`src/rtl/tone_generator.sv`:
```
// =============================================================================
// tone_generator
// -----------------------------------------------------------------------------
// Sink side of the sound request interface. Each accepted request
// (enable & playSound & freq != 0) starts or retriggers a note: a square wave
// on the speaker pin at freq Hz, generated by a fractional phase accumulator
// (no divider), for NOTE_MS milliseconds after the last accepted request.
//
// Optional feature (compile-time macro TONE_VOLUME_EN):
//   Adds a 2-bit volume input. A free-running 2-bit PWM counter gates the
//   square wave: speaker = sq & ((volume == 3) | (pwm_cnt < volume)).
//   Volume 0 mutes the pin; busy and note timing are unaffected.
//   Without the macro there is no volume port and speaker = sq.
//
// Parameters
//   CLK_HZ   system clock frequency, Hz
//   NOTE_MS  note length after the last accepted request, ms
//   ACC_W    accumulator width; must hold CLK_HZ/2 + 511
//
// Ports
//   clk        in   1  system clock
//   nRst       in   1  asynchronous active-low reset
//   enable     in   1  sound mode ON (1) / OFF (0)
//   playSound  in   1  request strobe or level, sampled every clk
//   freq       in   9  requested tone in Hz; 0 = no tone
//   speaker    out  1  square-wave drive, registered
//   busy       out  1  high while a note is playing, registered
//   volume     in   2  output level, 0 = mute (TONE_VOLUME_EN only)
// =============================================================================
module tone_generator #(
    parameter int CLK_HZ  = 10_000_000,
    parameter int NOTE_MS = 100,
    parameter int ACC_W   = 24
) (
    input  logic       clk,
    input  logic       nRst,
    input  logic       enable,
    input  logic       playSound,
    input  logic [8:0] freq,
    output logic       speaker,
    output logic       busy
`ifdef TONE_VOLUME_EN
    ,
    input  logic [1:0] volume
`endif
);

    // -------------------------------------------------------------------------
    // Derived constants
    // -------------------------------------------------------------------------
    // One full output period spans 2*HALF accumulator units, so stepping by
    // f_lat per clk and toggling on every HALF crossing yields f_lat Hz exactly.
    localparam int HALF     = CLK_HZ / 2;
    localparam int NOTE_CYC = NOTE_MS * (CLK_HZ / 1000);
    localparam int DUR_W    = (NOTE_CYC > 1) ? $clog2(NOTE_CYC) : 1;

    localparam logic [ACC_W:0]   HALF_EXT = (ACC_W + 1)'(HALF);
    localparam logic [DUR_W-1:0] DUR_LAST = DUR_W'(NOTE_CYC - 1);

    typedef enum logic {
        IDLE = 1'b0,
        PLAY = 1'b1
    } state_t;

    // -------------------------------------------------------------------------
    // State
    // -------------------------------------------------------------------------
    state_t             state_q,   state_d;
    logic [ACC_W-1:0]   acc_q,     acc_d;
    logic [DUR_W-1:0]   dur_cnt_q, dur_cnt_d;
    logic [8:0]         f_lat_q,   f_lat_d;
    logic               sq_q,      sq_d;

    logic               accept;
    logic [ACC_W:0]     acc_sum;
    logic               acc_wrap;

    assign accept = enable & playSound & (freq != 9'd0);

    // One extra bit so acc + f_lat can never wrap before the compare.
    assign acc_sum  = {1'b0, acc_q} + (ACC_W + 1)'(f_lat_q);
    assign acc_wrap = (acc_sum >= HALF_EXT);

    // -------------------------------------------------------------------------
    // Next-state logic
    // -------------------------------------------------------------------------
    always_comb begin
        // NOTE: every signal driven here gets a default first so no path can
        // leave it unassigned, which would otherwise infer a latch.
        state_d   = state_q;
        acc_d     = acc_q;
        dur_cnt_d = dur_cnt_q;
        f_lat_d   = f_lat_q;
        sq_d      = sq_q;

        if (!enable) begin
            // Sound mode off: drop any note at once; requests are not queued.
            state_d   = IDLE;
            acc_d     = '0;
            dur_cnt_d = '0;
            sq_d      = 1'b0;
        end else begin
            unique case (state_q)
                IDLE: begin
                    if (accept) begin
                        state_d   = PLAY;
                        f_lat_d   = freq;
                        acc_d     = '0;
                        dur_cnt_d = '0;
                        sq_d      = 1'b0;
                    end
                end

                PLAY: begin
                    // Phase advance uses the currently latched frequency; a
                    // retrigger only changes the step from the next clk on.
                    if (acc_wrap) begin
                        acc_d = ACC_W'(acc_sum - HALF_EXT);
                        sq_d  = ~sq_q;
                    end else begin
                        acc_d = ACC_W'(acc_sum);
                    end

                    if (accept) begin
                        // Retrigger wins over terminal count. Phase (acc, sq)
                        // is kept so a sustained note stays continuous.
                        dur_cnt_d = '0;
                        f_lat_d   = freq;
                    end else if (dur_cnt_q == DUR_LAST) begin
                        state_d   = IDLE;
                        acc_d     = '0;
                        dur_cnt_d = '0;
                        sq_d      = 1'b0;
                    end else begin
                        dur_cnt_d = dur_cnt_q + DUR_W'(1);
                    end
                end

                default: begin
                    state_d   = IDLE;
                    acc_d     = '0;
                    dur_cnt_d = '0;
                    sq_d      = 1'b0;
                end
            endcase
        end
    end

    // -------------------------------------------------------------------------
    // State registers
    // -------------------------------------------------------------------------
    always_ff @(posedge clk or negedge nRst) begin
        if (!nRst) begin
            state_q   <= IDLE;
            acc_q     <= '0;
            dur_cnt_q <= '0;
            f_lat_q   <= '0;
            sq_q      <= 1'b0;
        end else begin
            // NOTE: non-blocking assignments make every flop sample the
            // pre-edge values, independent of statement order.
            state_q   <= state_d;
            acc_q     <= acc_d;
            dur_cnt_q <= dur_cnt_d;
            f_lat_q   <= f_lat_d;
            sq_q      <= sq_d;
        end
    end

    assign busy = (state_q == PLAY);

    // -------------------------------------------------------------------------
    // Output stage
    // -------------------------------------------------------------------------
`ifdef TONE_VOLUME_EN
    logic [1:0] pwm_cnt_q, pwm_cnt_d;
    logic       vol_gate;
    logic       speaker_q, speaker_d;

    assign pwm_cnt_d = pwm_cnt_q + 2'd1;

    // The gate is evaluated against the PWM count that will be current when
    // the registered speaker value is visible, so the pin obeys
    // speaker = sq & ((volume == 3) | (pwm_cnt < volume)) cycle by cycle.
    assign vol_gate  = (volume == 2'd3) | (pwm_cnt_d < volume);
    assign speaker_d = sq_d & vol_gate;

    always_ff @(posedge clk or negedge nRst) begin
        if (!nRst) begin
            pwm_cnt_q <= 2'd0;
            speaker_q <= 1'b0;
        end else begin
            pwm_cnt_q <= pwm_cnt_d;
            speaker_q <= speaker_d;
        end
    end

    assign speaker = speaker_q;
`else
    assign speaker = sq_q;
`endif

endmodule

```
`config.mk`:
```
export PLATFORM = sky130hd
export DESIGN_NAME = tone_generator
export DESIGN_NICKNAME = d
export VERILOG_FILES = /design/src/rtl/tone_generator.sv
export SDC_FILE = /design/constraint.sdc
export NUM_CORES = 1
export LEC_CHECK = 0
export BUFFER_PORTS_ARGS = -buffer_cell sky130_fd_sc_hd__buf_4
export CORE_UTILIZATION = 63
export DETAILED_ROUTE_END_ITERATION = 12
export PLACE_DENSITY = 0.91
export SYNTH_ARGS = -nofsm -noshare
export SYNTH_HDL_FRONTEND = slang
export SYNTH_SLANG_ARGS = --single-unit
```
`constraint.sdc`:
```
create_clock -name clk -period 5.3 [get_ports clk]
set_clock_uncertainty 0.2 [all_clocks]
set_input_delay 0.53 -clock clk [delete_from_list [all_inputs] [get_ports clk]]
set_output_delay 0.53 -clock clk [all_outputs]
set_load 0.005 [all_outputs]
```
==> results.sh, run 1 <==
export IMPL_status="finished clean"
export IMPL_cts_root_buf="clkbuf_8"
export IMPL_num_rows=29
export IMPL_antenna_found_initial=0
export IMPL_drt_iter0_markers=279
export IMPL_worstMarginPinSlew_ns=1.11
export IMPL_end_kind="flop"
export IMPL_ctsResizeCount=0
export IMPL_post_route_period_util=0.956
export IMPL_dp_hpwl_um=7140
export IMPL_overflow=0
export IMPL_numPortBuffers=14
export IMPL_yosysWarningCount=0
export IMPL_synth_fp_nets=521
export IMPL_ant_nets=0
export IMPL_power_density_mw_per_mm2=258
export IMPL_post_cts_buffers=0
export IMPL_ctsHtreeMaxLevel=2
export IMPL_grt_usage=0.300
export IMPL_grt_pass1_vias=3670
export IMPL_final_setup_viol_count=0
export IMPL_syn_inst=495
export IMPL_drc=0
export IMPL_cap_violations=0
export IMPL_numCtsBuffers=5
export IMPL_netlist_area_sq_mm=0.00421
export IMPL_cts_hold_fix_buffers=0
export IMPL_grt_max_degree=56
export IMPL_ys_types=76
export IMPL_areaGrowthSynthToFinish_pct=3.78
export IMPL_die_w_um=83.7
export IMPL_wl_per_cell_um=17.9
export IMPL_post_place_ws_ns=0.0819
export IMPL_startpoint_type="flop"
export IMPL_tns_ns=0
export IMPL_setup_slack_ns=0.234
export IMPL_path_class="flop to flop"
export IMPL_via_count=3885
export IMPL_nets=518
export IMPL_cts_buffer_depth=2
export IMPL_path_clk_slew_ns=0.10
export IMPL_clock_latency_ns=0.32
export IMPL_die_area_sq_mm=0.00701
export IMPL_grt_pass1_wl_um=17100
export IMPL_p_leak_nw=1.91
export IMPL_fillerInstances=470
export IMPL_coreArea_sq_mm=0.00639
export IMPL_dr_pass1_iters=5
export IMPL_fp_dieH_um=83.7
export IMPL_yosysSeqAreaShare=0.327
export IMPL_peakVddDrop_v=0.000231
export IMPL_drive_gt1_frac=0.130
export IMPL_min_path_type="input pin to async pin"
export IMPL_utilization=0.684
export IMPL_p_total_mw=1.13
export IMPL_ios=15
export IMPL_grt_busiest_layer="met2"
export IMPL_hold_viol=0
export IMPL_drv_slew=0
export IMPL_cts_sinks=55
export IMPL_path_max_fanout=26
export IMPL_initial_core_util=0.659
export IMPL_synth_edf_count=0
export IMPL_finalCriticalPeriod_ns=5.07
export IMPL_synthArstFlopShare=1.00
export IMPL_place_gp_congestion=0.942
export IMPL_num_antenna_cells=0
export IMPL_cp_required_ns=5.32
export IMPL_grt_met1_usage=0.390
export IMPL_ys_ff_latch=55
export IMPL_grt_util_met2=0.503
export IMPL_grt_use_met3=0.0425
export IMPL_clock_fmax_ghz=0.197
export IMPL_vias_per_cell=6.82
export IMPL_syn_area_per_cell_sq_um=8.50
export IMPL_cts_tree="done"
export IMPL_wl_um=10200
export IMPL_arrival_ns=5.08
export IMPL_rsz0062_at_grt="no"
export IMPL_synth_ff_type="dfrtp_1"
export IMPL_slew_headroom=0.260
cell type report:
cell class | instances | area, sq um | share of cell area
timing repair buffer | 17 | 128 | 0.0292
tap | 77 | 96.3 | 0.0221
sequential | 55 | 1380 | 0.315
clock inverter | 2 | 20.0 | 0.00459
clock buffer | 6 | 82.6 | 0.0189
multi-input combinational | 401 | 2620 | 0.600
inverter | 12 | 45.0 | 0.0103
critical path: stages (launching register included):
cell	delay (ns)
dfrtp_1	0.40
ha_1	0.21
fa_1	0.42
a21o_2	0.23
a221o_2	0.43
xnor2_1	0.26
inv_1	0.10
ha_1	0.15
or4b_2	0.60
nor4_2	0.28
nand4b_1	0.21
o311ai_4	0.42
a21boi_4	0.24
or3_1	0.42
and2_1	0.18
o311ai_2	0.22
state kept, by name (all words and copies together), names as in the netlist:
| name | cells |
|---|---|
| acc_q | 24 |
| busy | 1 |
| dur_cnt_q | 20 |
| f_lat_q | 9 |
| speaker | 1 |
report_power, final:
part / switching [mW] / internal, mW
sequential: 0.0245 / 0.447
combinational: 0.246 / 0.148
clock: 0.150 / 0.110
total: 0.420 / 0.706
metal layers:
layer / share of wire / vias up
li1: - / 1822
met4: 0.016 / 0
met1: 0.43 / 1860
met3: 0.061 / 25
met2: 0.49 / 178
met5: 0 / -
synth_stat cells, drive strengths merged, types with 4 or more instances:
library cell   n  area share
xor2           7       0.015
and3          25       0.038
a211oi         4      0.0071
o211ai         5      0.0089
a31oi         10       0.015
dfrtp         55        0.33
nor3b          4      0.0095
ha            12       0.036
clkbuf        19       0.031
buf            6       0.011
mux2           8       0.021
and2           5      0.0077
nor2          43       0.038
o21ai         58       0.069
mux2i          5       0.012
xnor2         14       0.029
inv           12       0.011
nand4          6      0.0089
nor3          17       0.020
a21oi         17       0.021
o311ai         4       0.012
a211o          7       0.015
a21o          11       0.021
a22o          10       0.021
nor4           4      0.0059
nand3         20       0.024
or3            8       0.012
nand2         51       0.046
cell usage in the layout (no fill, tap or decap), types with 5 or more instances in the layout:
master	n
a211o_1	7
and3_1	22
nor2_1	43
nand3_1	20
ha_1	12
dfrtp_1	55
xor2_1	7
a22o_1	9
xnor2_1	14
mux2i_1	5
a21oi_1	16
o21ai_1	5
o211ai_1	5
mux2_2	8
a31oi_1	10
a21o_1	5
or3_1	8
buf_4	17
clkbuf_8	6
nor3_1	17
inv_1	12
nand2_1	51
o21ai_0	53
nand4_1	6
a21o_2	6
kinds of logic after synthesis:
kind of cell / Yosys count / share of synthesized area
fa+ha+maj: 13 / 0.0405
compound gates: 157 / 0.262
mux: 13 / 0.0333
flops: 55 / 0.327
simple gates: 197 / 0.236
buf+inv: 39 / 0.0577
xor+xnor: 21 / 0.0437
through the flow:
stage          area [sq um]  instances  hold WS, ns
2_1_floorplan          4210        495       0.0344
3_3_place_gp           4240        562        0.276
3_5_place_dp           4240        562        0.284
4_1_cts                4340        570       0.0747
5_1_grt                4370        570        0.106
6_report               4370        570       0.0443
worst paths after layout:
| check | start | end | slack, ns | depth (start not counted) |
|---|---|---|---|---|
| worst max-delay path | f_lat_q[0]$_DFFE_PN0P_ | acc_q[10]$_DFFE_PN0P_ | 0.23 | 15 |
| worst min-delay path | nRst | acc_q[21]$_DFFE_PN0P_ | 0.04 | 1 |
| worst max register to register | f_lat_q[0]$_DFFE_PN0P_ | acc_q[10]$_DFFE_PN0P_ | 0.23 | 15 |
| worst min register to register | acc_q[6]$_DFFE_PN0P_ | acc_q[6]$_DFFE_PN0P_ | 0.30 | 2 |
| max in group asynchronous | nRst | dur_cnt_q[2]$_DFFE_PN0P_ | 4.37 | 1 |
| min in group clk | freq[3] | f_lat_q[3]$_DFFE_PN0P_ | 0.24 | 2 |
No activity file was read; power rests on OpenSTA's default activity.
==> inputs of run 2 (changes only) <==
--- a/config.mk
+++ b/config.mk
@@ -9,6 +9,7 @@
 export CORE_UTILIZATION = 63
 export DETAILED_ROUTE_END_ITERATION = 12
 export PLACE_DENSITY = 0.91
+export REMOVE_ABC_BUFFERS = 1
 export SYNTH_ARGS = -nofsm -noshare
 export SYNTH_HDL_FRONTEND = slang
 export SYNTH_SLANG_ARGS = --single-unit
==> results.sh, run 2 (synthesis gave the netlist of run 1 again) <==
export IMPL_dp_hpwl_um=6660
export IMPL_drt_iter0_markers=352
export IMPL_whs_ns=0.0357
export IMPL_cts_root_buf="clkbuf_8"
export IMPL_path_class="flop to flop"
export IMPL_ctsHtreeMaxLevel=2
export IMPL_finalCriticalPeriod_ns=5.06
export IMPL_grt_met1_usage=0.364
export IMPL_grt_usage=0.274
export IMPL_grt_use_met3=0.0346
export IMPL_wl_um=9660
export IMPL_hold_viol=0
export IMPL_vias_per_cell=6.77
export IMPL_ant_nets=0
export IMPL_initial_core_util=0.659
export IMPL_place_gp_congestion=0.952
export IMPL_power_density_mw_per_mm2=255
export IMPL_drv_slew=0
export IMPL_largest_register_ffs=24
export IMPL_post_cts_buffers=0
export IMPL_antenna_found_initial=0
export IMPL_slew_headroom=0.263
export IMPL_peakVddDrop_v=0.000231
export IMPL_layout_common_cells="dfrtp_1 (55), o21ai_0 (53), nand2_1 (51), nor2_1 (43), and3_1 (22)"
export IMPL_r2r_worst_path_cells=15
export IMPL_min_path_type="input pin to async pin"
export IMPL_coreArea_sq_mm=0.00639
export IMPL_grt_max_degree=56
export IMPL_grt_pass1_vias=3614
export IMPL_cts_hold_fix_buffers=0
export IMPL_cts_tree="done"
export IMPL_path_max_fanout=26
export IMPL_cts_buffer_depth=2
export IMPL_clock_fmax_ghz=0.198
export IMPL_post_route_period_util=0.955
export IMPL_path_clk_slew_ns=0.11
export IMPL_die_w_um=83.7
export IMPL_p_leak_nw=1.90
export IMPL_grt_pass1_wl_um=16100
export IMPL_num_antenna_cells=0
export IMPL_numCtsBuffers=5
export IMPL_drc=0
export IMPL_die_area_sq_mm=0.00701
export IMPL_final_common_cell="dfrtp_1"
export IMPL_top_regs="acc_q: 24 flops, dur_cnt_q: 20 flops, f_lat_q: 9 flops"
export IMPL_tns_ns=0
export IMPL_end_kind="flop"
export IMPL_fp_dieH_um=83.7
export IMPL_wl_per_cell_um=16.9
export IMPL_num_rows=29
export IMPL_rsz0062_at_grt="no"
export IMPL_overflow=0
export IMPL_dr_pass1_iters=5
export IMPL_r2r_slack_ns=0.24
export IMPL_worstMarginPinSlew_ns=1.10
export IMPL_arrival_ns=5.09
export IMPL_clock_latency_ns=0.32
export IMPL_cp_required_ns=5.33
export IMPL_startpoint_type="flop"
export IMPL_via_count=3857
export IMPL_grt_busiest_layer="met2"
export IMPL_largest_register="acc_q"
export IMPL_status="finished clean"
export IMPL_areaGrowthSynthToFinish_pct=3.51
export IMPL_cap_violations=0
export IMPL_cts_sinks=55
export IMPL_numPortBuffers=14
export IMPL_final_setup_viol_count=0
export IMPL_drive_gt1_frac=0.128
export IMPL_ctsResizeCount=0
export IMPL_grt_util_met2=0.463
export IMPL_nets=518
export IMPL_ios=15
## run 2: layout make-up
type	instances	area [sq um]
Sequential cell	55	1380
Tap cell	77	96.3
Fill cell	467	2030
Multi-Input combinational cell	401	2610
Clock buffer	5	68.8
Clock inverter	3	28.8
Inverter	12	45.0
Timing Repair Buffer	17	128
## run 2: worst paths after layout
| path | from | endpoint |
|---|---|---|
| min | nRst | acc_q[18]$_DFFE_PN0P_ |
| max in group asynchronous | nRst | f_lat_q[6]$_DFFE_PN0P_ |
| max reg2reg | acc_q[0]$_DFFE_PN0P_ | acc_q[18]$_DFFE_PN0P_ |
| min in group clk | playSound | f_lat_q[6]$_DFFE_PN0P_ |
| min reg2reg | dur_cnt_q[5]$_DFFE_PN0P_ | dur_cnt_q[5]$_DFFE_PN0P_ |
| max | acc_q[0]$_DFFE_PN0P_ | acc_q[18]$_DFFE_PN0P_ |
## run 2: through the flow
step / util / setup WS, ns / power [mW] / cell area (sq um) / instances
2_1_floorplan: - / 0.550 / 0.744 / 4010 / 468
3_3_place_gp: 0.664 / 0.325 / 0.833 / 4240 / 562
3_5_place_dp: 0.664 / 0.147 / 0.847 / 4240 / 562
4_1_cts: 0.679 / 0.0940 / 1.10 / 4340 / 570
5_1_grt: 0.682 / 0.0408 / 1.16 / 4350 / 570
6_report: 0.682 / 0.239 / 1.11 / 4350 / 570
## run 2: power by group
group	total, mW	switching [mW]	internal, mW
registers	0.472	0.0244	0.447
logic	0.388	0.239	0.149
clock network	0.251	0.152	0.0983
total	1.11	0.416	0.695
## run 2: routing by layer
metal	vias up	share of wire
met5	-	0
li1	1828	-
met4	0	0.020
met1	1821	0.43
met2	179	0.48
met3	29	0.068
## run 2: worst max-delay path, cell delays in order (launching register included)
cell and delay, ns:
dfrtp_1 0.40, ha_1 0.23, fa_1 0.40, a21o_2 0.23
a221o_2 0.43, xnor2_1 0.28, inv_1 0.13, ha_1 0.14
or4b_2 0.57, nor4_1 0.28, nand4b_1 0.21, o311ai_4 0.40
a21boi_4 0.25, or3_1 0.43, and2_1 0.19, o311ai_2 0.20
==> inputs of run 3 (changes only) <==
--- a/config.mk
+++ b/config.mk
@@ -5,6 +5,7 @@
 export SDC_FILE = /design/constraint.sdc
 export NUM_CORES = 1
 export LEC_CHECK = 0
+export ABC_AREA = 1
 export BUFFER_PORTS_ARGS = -buffer_cell sky130_fd_sc_hd__buf_4
 export CORE_UTILIZATION = 63
 export DETAILED_ROUTE_END_ITERATION = 12
==> results.sh, run 3 <==
export IMPL_cts_tree="done"
export IMPL_top_regs="acc_q: 24 flops, dur_cnt_q: 20 flops, f_lat_q: 9 flops"
export IMPL_largest_register="acc_q"
export IMPL_multi_input_area_sq_mm=0.00265
export IMPL_synthArstFlopShare=1.00
export IMPL_ys_types=42
export IMPL_cp_required_ns=5.35
export IMPL_cts_root_buf="clkbuf_8"
export IMPL_cts_hold_fix_buffers=0
export IMPL_worstPathCellList="ha_1 > fa_1 > nand2_1 > nand2_1 > nand3_1 > nand2_1 > nand2_1 > nand2_1 > inv_1 > ha_1 > nand3_1 > nor2_1 > nand3_1 > nor2_1 > nand2_1 > nor2_1 > nand3_2 > nand3_4 > nand2_1 > nand2_1 > nand2_1 > nor2_1"
export IMPL_whs_ns=0.0361
export IMPL_slew_headroom=0.536
export IMPL_intPower_mw=0.626
export IMPL_wl_per_cell_um=13.6
export IMPL_die_w_um=86.3
export IMPL_power_density_mw_per_mm2=201
export IMPL_numPortBuffers=14
export IMPL_final_setup_viol_count=0
export IMPL_drc=0
export IMPL_coreArea_sq_mm=0.00683
export IMPL_synth_edf_count=0
export IMPL_yosysMostFrequentCell="nand2_1"
export IMPL_synth_top_area_share=0.307
export IMPL_peakVddDrop_v=0.000143
export IMPL_rsz0062_at_grt="no"
export IMPL_die_area_sq_mm=0.00745
export IMPL_min_path_type="input pin to async pin"
export IMPL_register_area_sq_mm=0.00138
export IMPL_netlist_area_sq_mm=0.00448
export IMPL_fillerInstances=578
export IMPL_seqPwrFrac=0.477
export IMPL_place_gp_congestion=0.957
export IMPL_yosysSeqAreaShare=0.307
export IMPL_nets=738
export IMPL_tns_ns=0
export IMPL_num_antenna_cells=0
export IMPL_worst_path_most_repeated_cell="nand2_1"
export IMPL_startpoint_type="flop"
export IMPL_p_clk_frac=0.269
export IMPL_finalCriticalPeriod_ns=3.65
export IMPL_status="finished clean"
export IMPL_final_cells=809
export IMPL_drt_iter0_markers=340
export IMPL_ant_nets=0
export IMPL_yosysTopAreaCell="dfrtp_1"
export IMPL_ys_ff_latch=55
export IMPL_worstMarginPinSlew_ns=0.696
export IMPL_grt_pass1_vias=4329
export IMPL_cts_buffer_depth=2
export IMPL_path_clk_slew_ns=0.11
export IMPL_areaGrowthSynthToFinish_pct=5.98
export IMPL_synth_area_leaders="dfrtp_1 (31%), nand2_1 (21%), nand3_1 (8.9%), inv_1 (7.4%), nor2_1 (4.5%)"
export IMPL_vias_per_cell=5.63
export IMPL_end_kind="flop"
export IMPL_critPathMaxStageDelay_ns=0.47
export IMPL_overflow=0
export IMPL_largest_register_ffs=24
export IMPL_ys_top_cells_by_count="nand2_1 (253), inv_1 (88), nand3_1 (80), dfrtp_1 (55), nor2_1 (54)"
export IMPL_ctsHtreeMaxLevel=2
export IMPL_dp_hpwl_um=8480
export IMPL_place_inst=801
export IMPL_cts_sinks=55
export IMPL_arrival_ns=3.70
export IMPL_final_common_cell="nand2_1"
export IMPL_synth_ff_type="dfrtp_1"
export IMPL_p_leak_nw=2.43
export IMPL_grt_max_degree=56
export IMPL_grt_pass1_wl_um=18800
export IMPL_antenna_found_initial=0
export IMPL_cap_violations=0
export IMPL_post_route_period_util=0.689
export IMPL_clock_fmax_ghz=0.274
export IMPL_initial_core_util=0.655
export IMPL_yosysWarningCount=0
export IMPL_post_cts_buffers=0
export IMPL_clock_latency_ns=0.32
export IMPL_grt_usage=0.316
export IMPL_p_total_mw=0.954
export IMPL_cp_slowest_cell="fa_1"
export IMPL_layout_common_cells="nand2_1 (253), inv_1 (88), nand3_1 (80), dfrtp_1 (55), nor2_1 (54)"
export IMPL_via_count=4555
export IMPL_p_comb_frac=0.254
export IMPL_drv_slew=0
export IMPL_ctsResizeCount=0
export IMPL_path_max_fanout=33
export IMPL_syn_inst=701
export IMPL_dr_pass1_iters=5
export IMPL_num_rows=30
export IMPL_wl_um=11000
export IMPL_drive_gt1_frac=0.112
export IMPL_utilization=0.695
export IMPL_ios=15
export IMPL_power_switching_share=0.344
export IMPL_p_sw_mw=0.328
export IMPL_syn_area_per_cell_sq_um=6.39
export IMPL_fp_dieH_um=86.3
export IMPL_hold_viol=0
export IMPL_path_class="flop to flop"
export IMPL_numCtsBuffers=5
-- run 3: changes by cell type after synthesis, sizes merged, moves of 9 or more --
cell	change
a21o	-11
and3	-24
clkbuf	-14
a22o	-9
a31oi	-9
inv	+89
nand2	+216
xnor2	-13
o21ai	-42
nor2	+24
nand3	+65
-- run 3: through the flow --
step | instance area, sq um | setup WS, ns
floorplan | 4410 | 2.22
global placement | 4640 | 1.97
detailed placement | 4640 | 1.79
CTS | 4750 | 1.72
global route | 4750 | 1.33
finish | 4750 | 1.65
-- run 3: power groups by stage --
stage / registers (mW) / clock network (mW) / logic, mW
final: 0.455 / 0.256 / 0.242
after global routing: 0.457 / 0.276 / 0.270
after CTS: 0.455 / 0.261 / 0.237
after detailed placement: 0.463 / 0 / 0.236
after global placement: 0.461 / 0 / 0.230
after floorplan: 0.458 / 0 / 0.167
-- run 3: cell families (layout without fill, tap and decap cells) --
group,after synthesis,count (layout),share of synthesized area
buffers and inverters,115,127,0.102
xor gates and xnor gates,9,9,0.0176
DFF,55,55,0.307
adders and majority gates,13,13,0.0380
and+or+nand+nor,457,457,0.456
AOI/OAI and AO/OA,44,44,0.0587
muxes,8,8,0.0201
-- run 3: area by class of cell --
cell class / instances / share of cell area
Clock buffer: 6 / 0.0174
Clock inverter: 2 / 0.00395
Timing Repair Buffer: 15 / 0.0237
Multi-Input combinational cell: 531 / 0.557
Inverter: 104 / 0.0823
Tap cell: 96 / 0.0253
Sequential cell: 55 / 0.290
-- run 3: worst paths after layout --
path / start / end / slack [ns] / cells past startpoint
worst max-delay path: acc_q[0]$_DFFE_PN0P_ / speaker$_DFFE_PN0P_ / 1.65 / 22
worst min-delay path: nRst / f_lat_q[3]$_DFFE_PN0P_ / 0.04 / 1
worst max register to register: acc_q[0]$_DFFE_PN0P_ / speaker$_DFFE_PN0P_ / 1.65 / 22
worst min register to register: acc_q[0]$_DFFE_PN0P_ / acc_q[0]$_DFFE_PN0P_ / 0.31 / 2
max in group asynchronous: nRst / acc_q[21]$_DFFE_PN0P_ / 4.38 / 1
min in group clk: freq[4] / f_lat_q[4]$_DFFE_PN0P_ / 0.24 / 2
-- run 3: metal layers --
metal  wire [um]  GRT usage
met2        5330      0.553
met4         200     0.0924
met3         824     0.0610
met1        4680      0.397
met5           0          0
-- run 3: worst max-delay path: cells and delay by family, from the launching register on --
family                   cells  cell delay [ns]
flip-flops                   1             0.40
adder cells (fa/ha/maj)      3             0.87
AND/OR/NAND/NOR             18             2.00
buffers and inverters        1             0.10
